### src/rtl/game_pkg.sv
// Shared game-level definitions: top-level status codes and battle sequencer states.
package game_pkg;

    localparam int HP_W = 4;

    localparam logic [3:0] ST_TITLE  = 4'd1;
    localparam logic [3:0] ST_MAP1   = 4'd2;
    localparam logic [3:0] ST_MAP2   = 4'd3;
    localparam logic [3:0] ST_DIALOG = 4'd4;
    localparam logic [3:0] ST_BATTLE = 4'd5;
    localparam logic [3:0] ST_WIN    = 4'd6;
    localparam logic [3:0] ST_LOSE   = 4'd7;

    typedef enum logic [1:0] {
        IDLE  = 2'd0,
        INTRO = 2'd1,
        FIGHT = 2'd2,
        DONE  = 2'd3
    } battle_state_t;

endpackage

### src/rtl/frame_edge.sv
// Rising-edge detector for the vsync-rate frame_clk level; emits a registered one-cycle tick.
module frame_edge (
    input  logic Clk,
    input  logic Reset,
    input  logic frame_clk,
    output logic tick
);

    logic prev_q, prev_d;
    logic tick_q, tick_d;

    // Edge compare against the previous sample.
    always_comb begin
        prev_d = frame_clk;
        tick_d = frame_clk & ~prev_q;
    end

    // Previous-value and tick registers.
    always_ff @(posedge Clk) begin
        if (Reset) begin
            prev_q <= 1'b0;
            tick_q <= 1'b0;
        end else begin
            prev_q <= prev_d;
            tick_q <= tick_d;
        end
    end

    assign tick = tick_q;

endmodule

### src/rtl/battle_ctrl.sv
// Battle-phase sequencer: battle clock, player HP with invulnerability window, bullet phases.
//
//   state | meaning
//   IDLE  | not in battle; outputs hold, bullets and invuln off
//   INTRO | grace period before bullets start, hits ignored
//   FIGHT | bullets on, damage applied, battle clock running
//   DONE  | battle over (won or HP exhausted); HP and time_up hold
module battle_ctrl
    import game_pkg::*;
#(
    parameter logic [HP_W-1:0] MAX_HP        = 4'd10,
    parameter logic [HP_W-1:0] DAMAGE        = 4'd2,
    parameter int              INTRO_FRAMES  = 60,
    parameter int              BATTLE_FRAMES = 1800,
    parameter int              IFRAMES       = 30,
    parameter int              PHASE_FRAMES  = 450
) (
    input  logic            Clk,
    input  logic            Reset,
    input  logic [3:0]      status,
    input  logic            frame_clk,
    input  logic            hit,
    output logic [HP_W-1:0] HP,
    output logic            time_up,
    output logic            invuln,
    output logic            bullets_en,
    output logic [1:0]      phase
);

    localparam logic [11:0] INTRO_LAST  = 12'(INTRO_FRAMES);
    localparam logic [11:0] BATTLE_LAST = 12'(BATTLE_FRAMES);
    localparam logic [8:0]  PHASE_LAST  = 9'(PHASE_FRAMES);
    localparam logic [5:0]  IFRAME_LOAD = 6'(IFRAMES);

    battle_state_t   state_q, state_d;
    logic [3:0]      status_prev_q, status_prev_d;
    logic [HP_W-1:0] hp_q, hp_d;
    logic            time_up_q, time_up_d;
    logic            invuln_q, invuln_d;
    logic            bullets_en_q, bullets_en_d;
    logic [1:0]      phase_q, phase_d;
    logic [11:0]     frame_cnt_q, frame_cnt_d;
    logic [8:0]      phase_cnt_q, phase_cnt_d;
    logic [5:0]      iframe_q, iframe_d;

    logic            tick;
    logic            entry;
    logic            hit_ok;
    logic [HP_W-1:0] hp_hit;
    logic [11:0]     frame_inc;
    logic [8:0]      phase_inc;

    frame_edge u_frame_edge (
        .Clk       (Clk),
        .Reset     (Reset),
        .frame_clk (frame_clk),
        .tick      (tick)
    );

    // Next-state and registered-output logic; battle entry overrides everything else.
    always_comb begin
        state_d       = state_q;
        status_prev_d = status;
        hp_d          = hp_q;
        time_up_d     = time_up_q;
        phase_d       = phase_q;
        frame_cnt_d   = frame_cnt_q;
        phase_cnt_d   = phase_cnt_q;
        iframe_d      = iframe_q;

        entry     = (status == ST_BATTLE) && (status_prev_q != ST_BATTLE);
        hit_ok    = hit && (iframe_q == 6'd0);
        hp_hit    = (hp_q > DAMAGE) ? (hp_q - DAMAGE) : '0;
        frame_inc = frame_cnt_q + 12'd1;
        phase_inc = phase_cnt_q + 9'd1;

        if (entry) begin
            state_d     = INTRO;
            hp_d        = MAX_HP;
            time_up_d   = 1'b0;
            phase_d     = 2'd0;
            frame_cnt_d = 12'd0;
            phase_cnt_d = 9'd0;
            iframe_d    = 6'd0;
        end else if ((state_q != IDLE) && (status != ST_BATTLE)) begin
            state_d   = IDLE;
            time_up_d = 1'b0;
            iframe_d  = 6'd0;
        end else begin
            case (state_q)
                INTRO: begin
                    if (tick) begin
                        if (frame_inc == INTRO_LAST) begin
                            state_d     = FIGHT;
                            frame_cnt_d = 12'd0;
                        end else begin
                            frame_cnt_d = frame_inc;
                        end
                    end
                end
                FIGHT: begin
                    if (hit_ok) begin
                        hp_d     = hp_hit;
                        iframe_d = IFRAME_LOAD;
                    end else if (tick && (iframe_q != 6'd0)) begin
                        iframe_d = iframe_q - 6'd1;
                    end
                    // A fatal hit freezes the battle clock, even on the final tick.
                    if (hit_ok && (hp_hit == '0)) begin
                        state_d = DONE;
                    end else if (tick) begin
                        frame_cnt_d = frame_inc;
                        if (phase_inc == PHASE_LAST) begin
                            phase_cnt_d = 9'd0;
                            phase_d     = phase_q + 2'd1;
                        end else begin
                            phase_cnt_d = phase_inc;
                        end
                        if (frame_inc == BATTLE_LAST) begin
                            time_up_d = 1'b1;
                            state_d   = DONE;
                        end
                    end
                end
                DONE: begin
                    if (tick && (iframe_q != 6'd0)) begin
                        iframe_d = iframe_q - 6'd1;
                    end
                end
                default: ;
            endcase
        end

        invuln_d     = (iframe_d != 6'd0);
        bullets_en_d = (state_d == FIGHT);
    end

    // State, counter and output registers.
    always_ff @(posedge Clk) begin
        if (Reset) begin
            state_q       <= IDLE;
            status_prev_q <= 4'd0;
            hp_q          <= MAX_HP;
            time_up_q     <= 1'b0;
            invuln_q      <= 1'b0;
            bullets_en_q  <= 1'b0;
            phase_q       <= 2'd0;
            frame_cnt_q   <= 12'd0;
            phase_cnt_q   <= 9'd0;
            iframe_q      <= 6'd0;
        end else begin
            state_q       <= state_d;
            status_prev_q <= status_prev_d;
            hp_q          <= hp_d;
            time_up_q     <= time_up_d;
            invuln_q      <= invuln_d;
            bullets_en_q  <= bullets_en_d;
            phase_q       <= phase_d;
            frame_cnt_q   <= frame_cnt_d;
            phase_cnt_q   <= phase_cnt_d;
            iframe_q      <= iframe_d;
        end
    end

    assign HP         = hp_q;
    assign time_up    = time_up_q;
    assign invuln     = invuln_q;
    assign bullets_en = bullets_en_q;
    assign phase      = phase_q;

endmodule

### config.mk
export PLATFORM = sky130hd
export DESIGN_NAME = battle_ctrl
export DESIGN_NICKNAME = d
export VERILOG_FILES = /design/src/rtl/game_pkg.sv /design/src/rtl/frame_edge.sv /design/src/rtl/battle_ctrl.sv
export SDC_FILE = /design/constraint.sdc
export NUM_CORES = 1
export LEC_CHECK = 0
export CORE_MARGIN = 2
export CORE_UTILIZATION = 30
export CTS_BUF_LIST = sky130_fd_sc_hd__clkbuf_16
export DETAILED_ROUTE_END_ITERATION = 12
export HOLD_SLACK_MARGIN = 0.05
export PLACE_DENSITY = 0.46
export SYNTH_ARGS = -nofsm -noshare
export SYNTH_HDL_FRONTEND = slang
export SYNTH_SLANG_ARGS = --single-unit
export TNS_END_PERCENT = 50
### constraint.sdc
create_clock -name Clk -period 2.2 [get_ports Clk]
set_input_delay 0.33 -clock Clk [delete_from_list [all_inputs] [get_ports Clk]]
set_output_delay 0.33 -clock Clk [all_outputs]
set_load 0.02 [all_outputs]
==> results of run 1 <==
==> Yosys cell counts, types with 2 or more instances <==
| cell | count |
|---|---|
| clkbuf_1 | 4 |
| a211oi_1 | 2 |
| o21ai_0 | 11 |
| xor2_1 | 13 |
| ha_1 | 10 |
| dfxtp_1 | 44 |
| nor2_1 | 32 |
| or3_1 | 3 |
| nor4_1 | 4 |
| inv_1 | 13 |
| nand2b_1 | 2 |
| a31oi_1 | 12 |
| or2_2 | 3 |
| o211a_1 | 2 |
| nand4b_1 | 4 |
| nor3_1 | 12 |
| mux2i_1 | 3 |
| a21oi_1 | 11 |
| o211ai_1 | 3 |
| nand4_1 | 9 |
| nand2_2 | 2 |
| nand2_1 | 25 |
| nand3_1 | 16 |
| xnor2_1 | 10 |
| nor2b_1 | 7 |
| and2_1 | 5 |
| nand4bb_1 | 2 |
| and3b_1 | 2 |
==> state kept, by name, indices dropped and copies added, names as in the netlist <==
name / count
u_frame_edge.prev_q: 1
state_q: 2
invuln: 1
iframe_q: 6
u_frame_edge.tick: 1
frame_cnt_q: 12
bullets_en: 1
status_prev_q: 4
phase_cnt_q: 9
time_up: 1
phase: 2
HP: 4
==> metrics by stage <==
step | cells | power, mW | hold slack (ps)
CTS | 452 | 1.76 | 384
finish | 452 | 1.73 | 380
global placement | 444 | 0.898 | 374
global route | 452 | 1.80 | 394
floorplan | 297 | 0.860 | 367
detailed placement | 444 | 0.899 | 375
==> routing by layer <==
metal  vias up  track usage, %  routed length, µm
li1       1165               -                  -
met4         0            3.62                 55
met1      1090            18.9               2830
met5         -               0                  0
met3         5            2.85                167
met2        29            24.0               2790
==> final cells by class <==
class,count,area (µm²)
Clock buffer,5,125
Clock inverter,3,42.5
Fill cell,824,4910
Inverter,13,48.8
Multi-Input combinational cell,234,1580
Sequential cell,44,882
Tap cell,105,131
Timing Repair Buffer,48,408
==> logic make-up after synthesis <==
family                   after synthesis  share of synthesized area, %
AO/OA/AOI/OAI                         55                          15.1
XOR/XNOR                              23                          8.11
adder cells (fa/ha/maj)               10                          5.04
buffers and inverters                 19                          2.97
flip-flops                            44                          35.4
multiplexers                           4                          1.66
AND/OR/NAND/NOR                      142                          31.7
==> power by group <==
part           internal, mW  leakage (nW)  switching, mW
Clock                 0.534        0.0798          0.317
Combinational        0.0381         0.786         0.0375
Sequential            0.803         0.356        0.00297
Total                  1.37          1.22          0.358
==> path summary, 6_finish.rpt <==
path,depth (start not counted),slack [ps],startpoint,to
setup / recovery,9,70,iframe_q[1],invuln
hold / removal,1,380,u_frame_edge.prev_q,u_frame_edge.tick
setup reg to reg,9,70,iframe_q[1],invuln
hold reg to reg,1,380,u_frame_edge.prev_q,u_frame_edge.tick
==> run metrics, run 1 <==
Max stage delay on crit path=390 ps; CTS tree=done; first-pass GRT wire length=10.3 mm; Crit path buffers/inverters=2; total track usage=14.3%; clock skew=7.21 ps; Root Driver=clkbuf_16; share of layout cells above drive strength 1=20.5%; power density cells=538 mW/mm²; CP max FO=4; WL/cell=12.9 µm; final hold vios=0; crit share post-route=96.8%; leakage=1.22 nW; antenna-violating nets left=0; Fin Setup TNS=0 ps; worst path cell trace=inv_2 -> ha_4 -> or3b_4 -> buf_4 -> o31a_2 -> nor2_1 -> or3_2 -> nand4b_1 -> o31a_1; path type of the worst min-delay path=flip-flop to flip-flop; yosys warns=0; Max Fclk=0.469 GHz; I/O pins=17; DP Area=0.00299 mm²; final setup fails=0; Rel. slew slack=71.6%; startpoint types=flip-flop; MaxCap Viol Count=0; fin. max-slew vios=0; Hold Buf Count CTS=0; largest net degree at the start of global routing=15; worst slew pin tran=427 ps; Final Critical Period=2130 ps; kind of cell adding the most delay to the critical path=simple AND/OR/NAND/NOR gates; Post-Syn Area per Cell=8.37 µm²; drt drc=0; Routed WL=5.85 mm; crit path kind=flip-flop to flip-flop; setup bufs post-CTS=0; Setup WS post-layout=69.9 ps; nets@finish=364; PostCTS Resize Cnt=0; synthesized netlist net count=315; ANT cells=0; Die X=95.0 µm; vias in the first global route=2201; Yosys top cell by area=dfxtp_1; unrepaired setup endpoints after global routing=true; Synth Flop Type=dfxtp_1; synth top area cells=dfxtp_1 (35%), ha_1 (5.0%), nor2_1 (4.8%), xor2_1 (4.6%), nand2_1 (3.8%); H-Tree Depth=2; most frequent cells in the layout=dfxtp_1 (43), nor2_1 (31), buf_4 (30), nand2_1 (25); CTS buffer count=5; area growth from synthesis to layout=29.7%; Starting DRT DRC Count=71; number of distinct library cells after synthesis=59; slowest stage cell, crit path=or3b_4; Die Area=0.00903 mm²; worst slack, placed=-110 ps; std cell rows=33; critical path arrival=2310 ps; DRT Pass-1 Iters=4; hpwl dp=4.51 mm; Synth Cell Area=0.00248 mm²; clock buffer depth=2; async set or reset register ratio after synthesis=0%; # port buffers=16; CP Capture Type=flip-flop; Core Area=0.00813 mm²; antenna violations before repair=0; utilization after layout=39.6%; top-area cell type share of the netlist area=35.4%; vias per cell=5.06; Starting Density=30.5%; status=finished clean; leading cell type in the layout, fill and taps excluded=dfxtp_1; die height=95.0 µm; synthesized flop and latch total=44; Final Cell Area=0.00322 mm²; Sink Count=44; gr ovfl total=0; total number of vias=2289; register area share after synthesis=35.4%; Worst-path clk slew=60 ps; Crit path required time=2380 ps; peak supply drop=0.000287 V; Gate Count Post-Synth=297; Post-synth EDFFs=0; clk_lat worst skew=280 ps; GP Congestion=0.828
Note: power is estimated with default switching activity, not from simulation.
==> run 2: changes to the inputs <==
Settings changed: CELL_PAD_IN_SITES_DETAIL_PLACEMENT set to 1, CELL_PAD_IN_SITES_GLOBAL_PLACEMENT set to 1, PLACE_DENSITY 0.46 to 0.57.
==> run 2 against run 1 <==
- flip-flop and latch count did not move
- via count fell by 0.26%
- sequential power barely moved
- first-iteration DRC count fell by 38%
==> run metrics, run 2 (synthesis gave the netlist of run 1 again) <==
Crit path required time=2380 ps (about the same); clock buffer depth=2 (unchanged); max reg flops=12 (unchanged); Root Driver=clkbuf_16 (unchanged); Multi-input gate area=0.00163 mm² (was 0.00158 mm²); share of layout cells above drive strength 1=23.2% (was 20.5%); kind of cell adding the most delay to the critical path=simple AND/OR/NAND/NOR gates (unchanged); CTS buffer count=5 (unchanged); worst path cell trace=inv_2 -> ha_4 -> or3b_4 -> nor4b_4 -> buf_4 -> buf_4 -> a31oi_4 -> buf_6 -> nand4_1 -> xor2_1 -> nor2_1 (was inv_2 -> ha_4 -> or3b_4 -> buf_4 -> o31a_2 -> nor2_1 -> or3_2 -> nand4b_1 -> o31a_1); Most flops, register=frame_cnt_q (unchanged); CTS tree=done (unchanged); Die X=95.0 µm (unchanged); r2r startpoint=iframe_q[1] (unchanged); Die Area=0.00903 mm² (unchanged); Sink Count=44 (unchanged); Starting DRT DRC Count=44 (was 71); min-delay src=u_frame_edge.prev_q (unchanged); unrepaired setup endpoints after global routing=true (unchanged); crit path kind=flip-flop to flip-flop (unchanged); antenna violations before repair=0 (unchanged); Setup WS post-layout=104 ps (was 69.9 ps); Worst-path clk slew=70 ps (was 60 ps); CP max FO=4 (unchanged); leading cell type in the layout, fill and taps excluded=dfxtp_1 (unchanged); std cell rows=33 (unchanged); status=finished clean (unchanged); Core Area=0.00813 mm² (unchanged); Final Critical Period=2100 ps (was 2130 ps); first-pass GRT wire length=10.8 mm (was 10.3 mm); worst slew pin tran=462 ps (was 427 ps); clock skew=10.6 ps (was 7.21 ps); die height=95.0 µm (unchanged); power density cells=497 mW/mm² (was 538 mW/mm²); clk_lat worst skew=290 ps (was 280 ps); ANT cells=0 (unchanged); peak supply drop=0.000245 V (was 0.000287 V); DRT Pass-1 Iters=4 (unchanged); # port buffers=16 (unchanged); total number of vias=2283 (was 2289); slowest stage cell, crit path=or3b_4 (unchanged); GP Congestion=0.814 (was 0.828); most frequent cells in the layout=dfxtp_1 (42), buf_4 (36), nor2_1 (29), nand2_1 (25), clkdlybuf4s50_1 (16) (was dfxtp_1 (43), nor2_1 (31), buf_4 (30), nand2_1 (25)); CP Capture Type=flip-flop (unchanged); worst slack, placed=-122 ps (was -110 ps); fin. max-slew vios=0 (unchanged); largest net degree at the start of global routing=15 (unchanged); crit share post-route=95.3% (was 96.8%); Crit path buffers/inverters=4 (was 2); Final Cell Area=0.00329 mm² (was 0.00322 mm²); Max stage delay on crit path=390 ps (about the same); area growth from synthesis to layout=32.5% (was 29.7%); CP most frequent cell=buf_4; utilization after layout=40.5% (was 39.6%); startpoint types=flip-flop (unchanged); total track usage=15.1% (was 14.3%); leakage=1.24 nW (was 1.22 nW); crit path launch=iframe_q[1] (unchanged); gr ovfl total=0 (unchanged); Rel. slew slack=69.1% (was 71.6%); biggest regs=frame_cnt_q (12), phase_cnt_q (9), iframe_q (6) (unchanged); vias in the first global route=2234 (was 2201); Max Fclk=0.477 GHz (was 0.469 GHz); MaxCap Viol Count=0 (unchanged); FF/Latch Area=883 µm² (was 882 µm²); Routed WL=6.57 mm (was 5.85 mm); fill count=941 (was 824); vias per cell=4.98 (was 5.06); WL/cell=14.3 µm (was 12.9 µm); antenna-violating nets left=0 (unchanged); final hold vios=0 (unchanged); DP Area=0.00301 mm² (was 0.00299 mm²); final setup fails=0 (unchanged); I/O pins=17 (unchanged); Starting Density=30.5% (unchanged); reg2reg setup slack=100 ps (was 70 ps); drt drc=0 (unchanged); H-Tree Depth=2 (unchanged); hpwl dp=5.07 mm (was 4.51 mm); path type of the worst min-delay path=flip-flop to flip-flop (unchanged); nets@finish=370 (was 364); critical path arrival=2270 ps (was 2310 ps)
run 2: repair_timing:
item / in CTS / in global routing
hold buffers: 0 / 0
endpoints found under the setup margin: 0 / 19
gates resized for setup: 0 / 32
buffers inserted: 0 / 3
run 2: metal layers:
| metal | global-route usage (%) | vias to the layer above | wire [µm] |
|---|---|---|---|
| met1 | 20.0 | 1086 | 3200 |
| li1 | - | 1173 | - |
| met2 | 25.3 | 18 | 3160 |
| met4 | 3.62 | 0 | 70 |
| met5 | 0 | - | 0 |
| met3 | 2.92 | 6 | 128 |
run 2: final cells by class:
class / count / share of cell area, %
timing repair buffer: 54 / 13.8
clock inverter: 3 / 0.532
sequential: 44 / 26.8
tap: 105 / 3.99
multi-input combinational: 234 / 49.6
inverter: 13 / 1.48
clock buffer: 5 / 3.80
run 2: path summary, 6_finish.rpt:
| path | endpoint | cells past startpoint |
|---|---|---|
| setup reg to reg | phase_cnt_q[4] | 11 |
| hold reg to reg | u_frame_edge.tick | 1 |
| hold / removal | u_frame_edge.tick | 1 |
| setup / recovery | phase_cnt_q[4] | 11 |
run 2: per-stage QoR:
step / TNS [ps] / power [mW] / std cells / hold WS [ps]
2_1_floorplan: 0 / 0.860 / 297 / 367
3_3_place_gp: -49.8 / 0.899 / 447 / 374
3_5_place_dp: -487 / 0.900 / 447 / 375
4_1_cts: 0 / 1.65 / 455 / 386
5_1_grt: -17.6 / 1.70 / 458 / 405
6_report: 0 / 1.64 / 458 / 382
run 2: power by group:
part	switching [mW]	internal (mW)
combinational	0.0390	0.0405
sequential	0.00305	0.802
clock	0.331	0.420
==> run 3: changes to the inputs <==
Settings changed: CTS_CLUSTER_SIZE set to 24.
==> results of run 3 <==
No change in the layout: final DEF, timing and power equal those of run 2.
